## src/rtl/trig_pkg.sv

```systemverilog
// Shared definitions for the trigger sequencer: state encodings, CLEAR length
// and the width of a channel index.
package trig_pkg;

    localparam int unsigned STATE_W      = 3;
    localparam int unsigned CH_IDX_W     = 3;
    localparam int unsigned CLEAR_CYCLES = 2;

    typedef enum logic [STATE_W-1:0] {
        ST_IDLE  = 3'd0,
        ST_CLEAR = 3'd1,
        ST_HOLD  = 3'd2,
        ST_ARMED = 3'd3,
        ST_POST  = 3'd4,
        ST_DONE  = 3'd5
    } state_e;

endpackage

```

## src/rtl/trig_prio_enc.sv

```systemverilog
// Lowest-index-wins priority encoder over the qualified trigger requests.
module trig_prio_enc
    import trig_pkg::*;
#(
    parameter int unsigned NUM_CH = 4
) (
    input  logic [NUM_CH-1:0]   req,
    output logic [CH_IDX_W-1:0] idx,
    output logic                valid
);

    // Scan from the top down so the lowest set bit is the last one written.
    always_comb begin
        idx   = '0;
        valid = 1'b0;
        for (int i = int'(NUM_CH) - 1; i >= 0; i--) begin
            if (req[i]) begin
                idx   = CH_IDX_W'(i);
                valid = 1'b1;
            end
        end
    end

endmodule

```

## src/rtl/trig_sequencer.sv

```systemverilog
// Acquisition sequencer for the derivative-trigger channels: flush, holdoff,
// arm, capture the first qualified trigger, post-trigger count, done.
module trig_sequencer
    import trig_pkg::*;
#(
    parameter int unsigned NUM_CH = 4,
    parameter int unsigned CNT_W  = 32
) (
    input  logic                CLK,
    input  logic                RST,
    input  logic                ARM,
    input  logic                ABORT,
    input  logic                AUTO_REARM,
    input  logic                DONE_ACK,
    input  logic [NUM_CH-1:0]   CH_MASK,
    input  logic [CNT_W-1:0]    HOLDOFF,
    input  logic [CNT_W-1:0]    POST_COUNT,
    input  logic [NUM_CH-1:0]   TRIG_IN,
    input  logic [NUM_CH-1:0]   TRIG_EDGE_IN,
    output logic                MOD_ENABLE,
    output logic [NUM_CH-1:0]   CH_ENABLE,
    output logic [STATE_W-1:0]  STATE,
    output logic [CH_IDX_W-1:0] TRIG_CH,
    output logic                TRIG_EDGE,
    output logic [CNT_W-1:0]    TRIG_TS,
    output logic                CAPTURE_DONE,
    output logic                BUSY
);

    state_e                state_q, state_d;
    logic [CNT_W-1:0]      cnt_q, cnt_d;
    logic [CNT_W-1:0]      lim_q, lim_d;
    logic [CNT_W-1:0]      ts_q, ts_d;
    logic [CNT_W-1:0]      trig_ts_q, trig_ts_d;
    logic [CH_IDX_W-1:0]   trig_ch_q, trig_ch_d;
    logic                  trig_edge_q, trig_edge_d;
    logic                  mod_en_q, mod_en_d;
    logic [NUM_CH-1:0]     ch_en_q, ch_en_d;
    logic                  done_q, done_d;
    logic                  busy_q, busy_d;

    logic [NUM_CH-1:0]     masked_c;
    logic [NUM_CH-1:0]     win_onehot_c;
    logic [CH_IDX_W-1:0]   win_idx_c;
    logic                  hit_c;
    logic                  win_edge_c;
    logic                  count_done_c;
    logic                  clear_done_c;

    assign masked_c     = TRIG_IN & CH_MASK;
    assign win_onehot_c = masked_c & (~masked_c + NUM_CH'(1));
    assign win_edge_c   = |(TRIG_EDGE_IN & win_onehot_c);

    trig_prio_enc #(
        .NUM_CH (NUM_CH)
    ) u_prio_enc (
        .req   (masked_c),
        .idx   (win_idx_c),
        .valid (hit_c)
    );

    // A limit of zero behaves like one: the state still lasts a single cycle.
    assign count_done_c = (lim_q == '0) || (cnt_q == lim_q - CNT_W'(1));
    assign clear_done_c = (cnt_q == CNT_W'(CLEAR_CYCLES - 1));

    always_comb begin
        state_d     = state_q;
        cnt_d       = cnt_q;
        lim_d       = lim_q;
        ts_d        = ts_q + CNT_W'(1);
        trig_ts_d   = trig_ts_q;
        trig_ch_d   = trig_ch_q;
        trig_edge_d = trig_edge_q;

        unique case (state_q)
            ST_IDLE: begin
                if (ARM) begin
                    state_d = ST_CLEAR;
                    cnt_d   = '0;
                end
            end
            ST_CLEAR: begin
                if (clear_done_c) begin
                    state_d = ST_HOLD;
                    cnt_d   = '0;
                    lim_d   = HOLDOFF;
                end else begin
                    cnt_d = cnt_q + CNT_W'(1);
                end
            end
            ST_HOLD: begin
                if (count_done_c) begin
                    state_d = ST_ARMED;
                    cnt_d   = '0;
                end else begin
                    cnt_d = cnt_q + CNT_W'(1);
                end
            end
            ST_ARMED: begin
                if (hit_c) begin
                    state_d     = ST_POST;
                    cnt_d       = '0;
                    lim_d       = POST_COUNT;
                    trig_ch_d   = win_idx_c;
                    trig_edge_d = win_edge_c;
                    trig_ts_d   = ts_q;
                end
            end
            ST_POST: begin
                if (count_done_c) begin
                    state_d = ST_DONE;
                    cnt_d   = '0;
                end else begin
                    cnt_d = cnt_q + CNT_W'(1);
                end
            end
            ST_DONE: begin
                if (AUTO_REARM || ARM) begin
                    state_d = ST_CLEAR;
                    cnt_d   = '0;
                end else if (DONE_ACK) begin
                    state_d = ST_IDLE;
                end
            end
            default: begin
                state_d = ST_IDLE;
                cnt_d   = '0;
            end
        endcase

        // Abort wins over everything, including a capture in the same cycle.
        if (ABORT) begin
            state_d     = ST_IDLE;
            cnt_d       = '0;
            trig_ts_d   = trig_ts_q;
            trig_ch_d   = trig_ch_q;
            trig_edge_d = trig_edge_q;
        end

        mod_en_d = (state_d == ST_HOLD) || (state_d == ST_ARMED) || (state_d == ST_POST);
        ch_en_d  = (state_d == ST_ARMED) ? CH_MASK : '0;
        busy_d   = (state_d == ST_CLEAR) || mod_en_d;
        done_d   = (state_d == ST_DONE);
    end

    always_ff @(posedge CLK or negedge RST) begin
        if (!RST) begin
            state_q     <= ST_IDLE;
            cnt_q       <= '0;
            lim_q       <= '0;
            ts_q        <= '0;
            trig_ts_q   <= '0;
            trig_ch_q   <= '0;
            trig_edge_q <= 1'b0;
            mod_en_q    <= 1'b0;
            ch_en_q     <= '0;
            done_q      <= 1'b0;
            busy_q      <= 1'b0;
        end else begin
            state_q     <= state_d;
            cnt_q       <= cnt_d;
            lim_q       <= lim_d;
            ts_q        <= ts_d;
            trig_ts_q   <= trig_ts_d;
            trig_ch_q   <= trig_ch_d;
            trig_edge_q <= trig_edge_d;
            mod_en_q    <= mod_en_d;
            ch_en_q     <= ch_en_d;
            done_q      <= done_d;
            busy_q      <= busy_d;
        end
    end

    assign STATE        = state_q;
    assign MOD_ENABLE   = mod_en_q;
    assign CH_ENABLE    = ch_en_q;
    assign TRIG_CH      = trig_ch_q;
    assign TRIG_EDGE    = trig_edge_q;
    assign TRIG_TS      = trig_ts_q;
    assign CAPTURE_DONE = done_q;
    assign BUSY         = busy_q;

endmodule

```

## config.mk

```make
export PLATFORM = sky130hd
export DESIGN_NAME = trig_sequencer
export DESIGN_NICKNAME = d
export VERILOG_FILES = /design/src/rtl/trig_pkg.sv /design/src/rtl/trig_prio_enc.sv /design/src/rtl/trig_sequencer.sv
export SDC_FILE = /design/constraint.sdc
export NUM_CORES = 1
export LEC_CHECK = 0
export BUFFER_PORTS_ARGS = -buffer_cell sky130_fd_sc_hd__buf_2
export CORE_UTILIZATION = 60
export CTS_BUF_LIST = sky130_fd_sc_hd__clkbuf_4
export DETAILED_ROUTE_END_ITERATION = 12
export PLACE_DENSITY = 0.84
export RECOVER_POWER = 50
export SLEW_MARGIN = 20
export SYNTH_ARGS = -nofsm -noshare
export SYNTH_HDL_FRONTEND = slang
export SYNTH_SLANG_ARGS = --single-unit
export TNS_END_PERCENT = 50
```

## constraint.sdc

```tcl
create_clock -name CLK -period 5 [get_ports CLK]
set_input_delay 0.5 -clock CLK [delete_from_list [all_inputs] [get_ports CLK]]
set_output_delay 0.5 -clock CLK [all_outputs]
set_load 0.005 [all_outputs]
```

# Word-level counts from Yosys, hierarchy flattened
# Index checks and enable logic that the tools add are counted.
# classes
add_sub_neg	4
n_eq_ne	17
n_mux	28
bitwise_logic	5
n_reduce_logical	13
# ops
op	count
$mux W32	8
$pmux W32 S5	1
$add A32 B1 Y32 const B	2
$pmux W32 S2	1
$eq A32 B1 Y1 const B	1
$eq A32 B32 Y1	1
$logic_not A32 Y1	1
$sub A32 B1 Y32 const B	1
$mux W3	8
$pmux W3 S6	1
$and A4 B4 Y4	3
$eq A3 B2 Y1 const B	4
$eq A3 B3 Y1 const B	4
$ne A3 B3 Y1 const B	3
$reduce_and A3 Y1	3
$mux W2	4
$eq A3 B1 Y1 const B	2
$logic_or A1 B1 Y1	5
$add A4 B1 Y4 const B	1
$mux W1	4
$mux W4	1
$ne A2 B2 Y1 const B	2
$not A4 Y4	1
$reduce_or A4 Y1	1
4 further kinds	4
# totals
reg_bits	142
input_bits	82
out_inout_bits	46

# Depth between registers and ports, before layout
# logic_depth
depth_word	12
ltp_mapped	14
ltp_nobuf	12

# By module
# A second synthesis with hierarchy kept.
# hier_totals
hier_cells	797
area_unflattened_um2	7873.8
# by_module_without_submodules
mod	instances	cells_per_inst	area_per_inst_um2
trig_sequencer	1	788	7827.5
trig_prio_enc	1	9	46.3

# Worst setup path before layout
# No wires, ideal clock.
# synth_timing
path_kind	register -> register
startpoint	register lim_q[0]
endpoint	register cnt_q[30]
setup_ns	0.124
t_arrival_ns	3.285
path_slack_ns	1.591
path_stages_with_launch	14
synth_period_minus_slack_ns	3.409
path_cell_list	dfrtp_1 -> inv_1 -> ha_1 -> nor3b_2 -> a21oi_1 -> a2111o_1 -> or4_1 -> nor4_1 -> nand4b_1 -> nor3_4 -> or3_4 -> buf_6 -> nor2_1 -> a211o_1
# synth_between
elab_chain_len	6
# synth_lines
item	line	text
from (decl)	trig_sequencer.sv:32	logic [CNT_W-1:0] lim_q, lim_d;
from (signal assigned)	trig_sequencer.sv:162	lim_q <= lim_d;
$sub A32 B1 Y32	trig_sequencer.sv:63	assign count_done_c = (lim_q == '0) || (cnt_q == lim_q - CNT_W'(1));
$eq A32 B32 Y1	trig_sequencer.sv:63	
$logic_or A1 B1 Y1 (*)	trig_sequencer.sv:63	
$mux W32 (*)	trig_sequencer.sv:92, trig_sequencer.sv:110	
$pmux W32 S5 (*)	trig_sequencer.sv:75	unique case (state_q)
$mux W32 (*)	trig_sequencer.sv:132	if (ABORT) begin
to (signal assigned)	trig_sequencer.sv:161	cnt_q <= cnt_d;
to (decl)	trig_sequencer.sv:31	logic [CNT_W-1:0] cnt_q, cnt_d;
# Every way passes the cells marked *; elsewhere a longest branch is shown, timed or not.
# A chain may end at the register's enable or synchronous reset.

# Worst setup path in the final report
# layout_timing
startpoint	register lim_q[0]
endpoint	register cnt_q[28]
# Same word-level chain as after synthesis.

==> impl_metrics.yaml <==
status:
  status: "finished, violations left"
  violations: "capacitance limit, slew limit"
setup_path:
  cp_num_buf_inv: 2
  worst_path_dominant_cell_family: "simple AND/OR/NAND/NOR gates"
  cpPeakStageDelay_ps: 510
  crit_slowest_cell: "or4_1"
  path_class: "flip-flop to flip-flop"
  arrival_ps: 4500
  path_max_fanout: 24
  start_kind: "flip-flop"
  end_kind: "flip-flop"
  worstPathCellList: "inv_1 -> ha_1 -> nor3b_2 -> a21oi_1 -> a2111o_1 -> or4_1 -> nor4_1 -> nand4b_1 -> nor3_4 -> nor3_2 -> buf_4 -> and3_1 -> a221o_1"
  worst_ep_required_time_ps: 5480
floorplanning:
  core_um2: 12700
  initial_utilization: 0.621
  chipWidth_um: 117
  row_count: 41
  die_h_um: 117
  dieArea_um2: 13600
  ioPinCount: 128
synthesis:
  ys_seq_area_frac: 0.446
  synth_edf_count: 0
  synth_cell_type_count: 73
  synth_top_area_frac: 0.446
  synth_top_area_cell: "dfrtp_1"
  synthCells: 818
  syn_nets: 905
  syn_area_um2: 7900
  async_reset_ff_frac: 1.00
  yosys-top-cells-area: "dfrtp_1 45%, xnor2_1 6.5%, mux2_2 4.8%"
  avgSynthCellArea_um2: 9.66
  ys_warn_count: 0
  yosys_register_bits: 141
  synth_ff_type: "dfrtp_1"
placement:
  dp_cells: 1070
  io_buffers: 126
  gp_congestion: 0.943
  hpwlAfterDp_um: 13400
global_route:
  grt_antenna_before_repair: 0
  grt_max_degree: 101
  gr-total-overflow: 0
  first_global_vias: 6246
  met3_usage: 0.0695
  busiest_layer: "met2"
  grt_use_total: 0.295
  met2_usage: 0.483
  grt_pass1_wl_um: 30800
  use_met1: 0.387
sta:
  setup_viol: 0
  whs_ps: 189
  final_max_slew_viol_count: 101
  rsz0062_at_grt: "no"
  worst_pin_slew_ps: 2370
  max-slew-margin-rel: -0.580
  fin_crit_ps: 4020
  fin_setup_tns_ps: 0
  finalHoldViolCount: 0
  clock_skew_ps: 30.6
  finalCritPeriodShare: 0.804
  fmaxAchievable_mhz: 249
cts:
  clkLatencyLatePin_ps: 580
  root_buffer: "clkbuf_4"
  path_clk_slew_ps: 160
  htree_levels: 4
  cts_sinks: 141
  ctsResizeCount: 0
  cts.path.max_buffers: 2
  postCtsSetupBuffers: 0
  cts_buffers: 17
  tritoncts: "yes"
detailed_routing:
  vias: 6608
  avgViaCountPerCell: 5.99
  wl_per_cell_um: 16.8
  drt_wl_total_um: 18500
  firstDrtPassIters: 5
  drtIter0Drc: 529
  ant_nets: 0
  drc_errors: 0
finish:
  fin_cells: 1103
  final_nets: 1005
  drive_gt1_frac: 0.205
  diodes: 0
  postLayoutCoreUtil: 0.700
  multi_input_area_um2: 4120
  final-seq-area_um2: 3530
  syn_to_final_growth_pct: 12.6
  fillCellCount: 1030
power_and_ir_drop:
  p_per_area_nw_per_um2: 367
  vdd_drop_max_mv: 0.263
  p_leak_uw: 0.00422
hold_path:
  hold_path_class: "primary input to flip-flop"
run:
  maxCapViolations: 1
[power breakdown]
part           switching (uW)  internal, uW  total (uW)
Sequential                241          1280        1520
Clock                     542           248         790
Combinational             535           417         952
[flip-flops by register name, indices dropped and copies added, names as in the netlist, 2 cells and up]
register	cells
TRIG_TS	32
lim_q	32
TRIG_CH	2
cnt_q	32
ts_q	32
CH_ENABLE	4
STATE	3
[cell usage in the layout, fill, tap and decap left out, types with 3 or more instances in the layout]
master,netlist,final
nand2_1,93,92
mux2i_1,36,36
a31oi_1,5,5
and3_1,24,24
a21boi_0,3,3
o21ai_0,57,57
nor2b_1,4,4
a211o_1,3,3
o211ai_1,6,6
dfrtp_1,141,141
xor2_1,24,24
nand2b_1,5,5
xnor2_1,59,59
nor2_1,29,28
o22ai_1,3,3
a21o_1,4,4
clkinv_8,0,9
and2_1,4,3
or2_2,4,4
or4_1,7,7
inv_8,0,4
nor4b_1,4,4
a311oi_1,3,3
clkbuf_1,39,23
and4_1,4,4
nand3_1,42,42
nor4_1,25,25
inv_1,17,17
ha_1,5,5
buf_2,6,102
buf_4,1,3
mux2_2,34,34
nand4b_1,4,4
or3_1,8,8
o311ai_0,8,8
a21oi_1,18,18
clkbuf_4,0,17
nand4_1,19,19
nor3_1,24,23
[cell families (layout without fill, tap and decap cells)]
family                   count (synthesis)  count (layout)  share of synthesized area
AND/OR/NAND/NOR                        314             314                      0.211
flip-flops                             141             141                      0.446
AO/OA/AOI/OAI                          137             137                      0.113
XOR/XNOR                                83              83                     0.0920
multiplexers                            70              70                     0.0940
buffers and inverters                   67             180                     0.0351
adder cells (fa/ha/maj)                  5               5                    0.00792
other                                    1               1                   0.000475
[final timing paths]
| path | slack, ps | cells past startpoint | endpoint | startpoint |
|---|---|---|---|---|
| hold reg to reg | 480 | 1 | ts_q[31] | ts_q[31] |
| max in group asynchronous | 1800 | 3 | cnt_q[3] | RST |
| setup / recovery | 980 | 13 | cnt_q[28] | lim_q[0] |
| setup reg to reg | 980 | 13 | cnt_q[28] | lim_q[0] |
| min in group asynchronous | 1150 | 2 | MOD_ENABLE | RST |
| hold / removal | 190 | 2 | CH_ENABLE[3] | CH_MASK[3] |
[routing by layer]
layer	vias to the layer above	wire, um	share of wire
li1	3181	-	-
met4	0	479	0.026
met1	3176	8210	0.44
met5	-	0	0
met2	214	8910	0.48
met3	37	915	0.049
[synthesized netlist by cell type, drive strengths merged (3+ instances only)]
cell / number
dfrtp: 141
nand2: 93
xnor2: 59
o21ai: 57
nand3: 42
clkbuf: 39
mux2i: 36
mux2: 34
nor2: 29
nor4: 27
nor3: 26
and3: 24
xor2: 24
nand4: 19
a21oi: 18
inv: 17
buf: 11
o311ai: 10
or3: 9
or4: 8
o211ai: 6
a31oi: 5
ha: 5
nand2b: 5
or2: 5
a21boi: 4
a21o: 4
and2: 4
and4: 4
nand4b: 4
nor2b: 4
nor4b: 4
a211o: 3
a311oi: 3
o22ai: 3
[per-stage QoR]
step                      cell area (um^2)  total power [uW]  setup slack, ps
after floorplan                       7900              2210             1590
after global placement                8580              2460             1120
after detailed placement              8590              2480             1010
after CTS                             8930              3270             1010
after global routing                  8900              3470              735
final                                 8900              3260              979
[what timing repair did]
action,CTS,global route
setup endpoints to repair,0,0
endpoints found under the hold margin,57,0
hold buffers,1,0
[cell type report]
| class | instances | area share |
|---|---|---|
| clock buffers | 17 | 0.0143 |
| clock inverters | 15 | 0.0235 |
| inverters | 17 | 0.00717 |
| multi-input cells | 610 | 0.463 |
| flip-flops and latches | 141 | 0.396 |
| well taps | 172 | 0.0242 |
| repair buffers | 131 | 0.0718 |
Power figures use the tool's default switching activity.
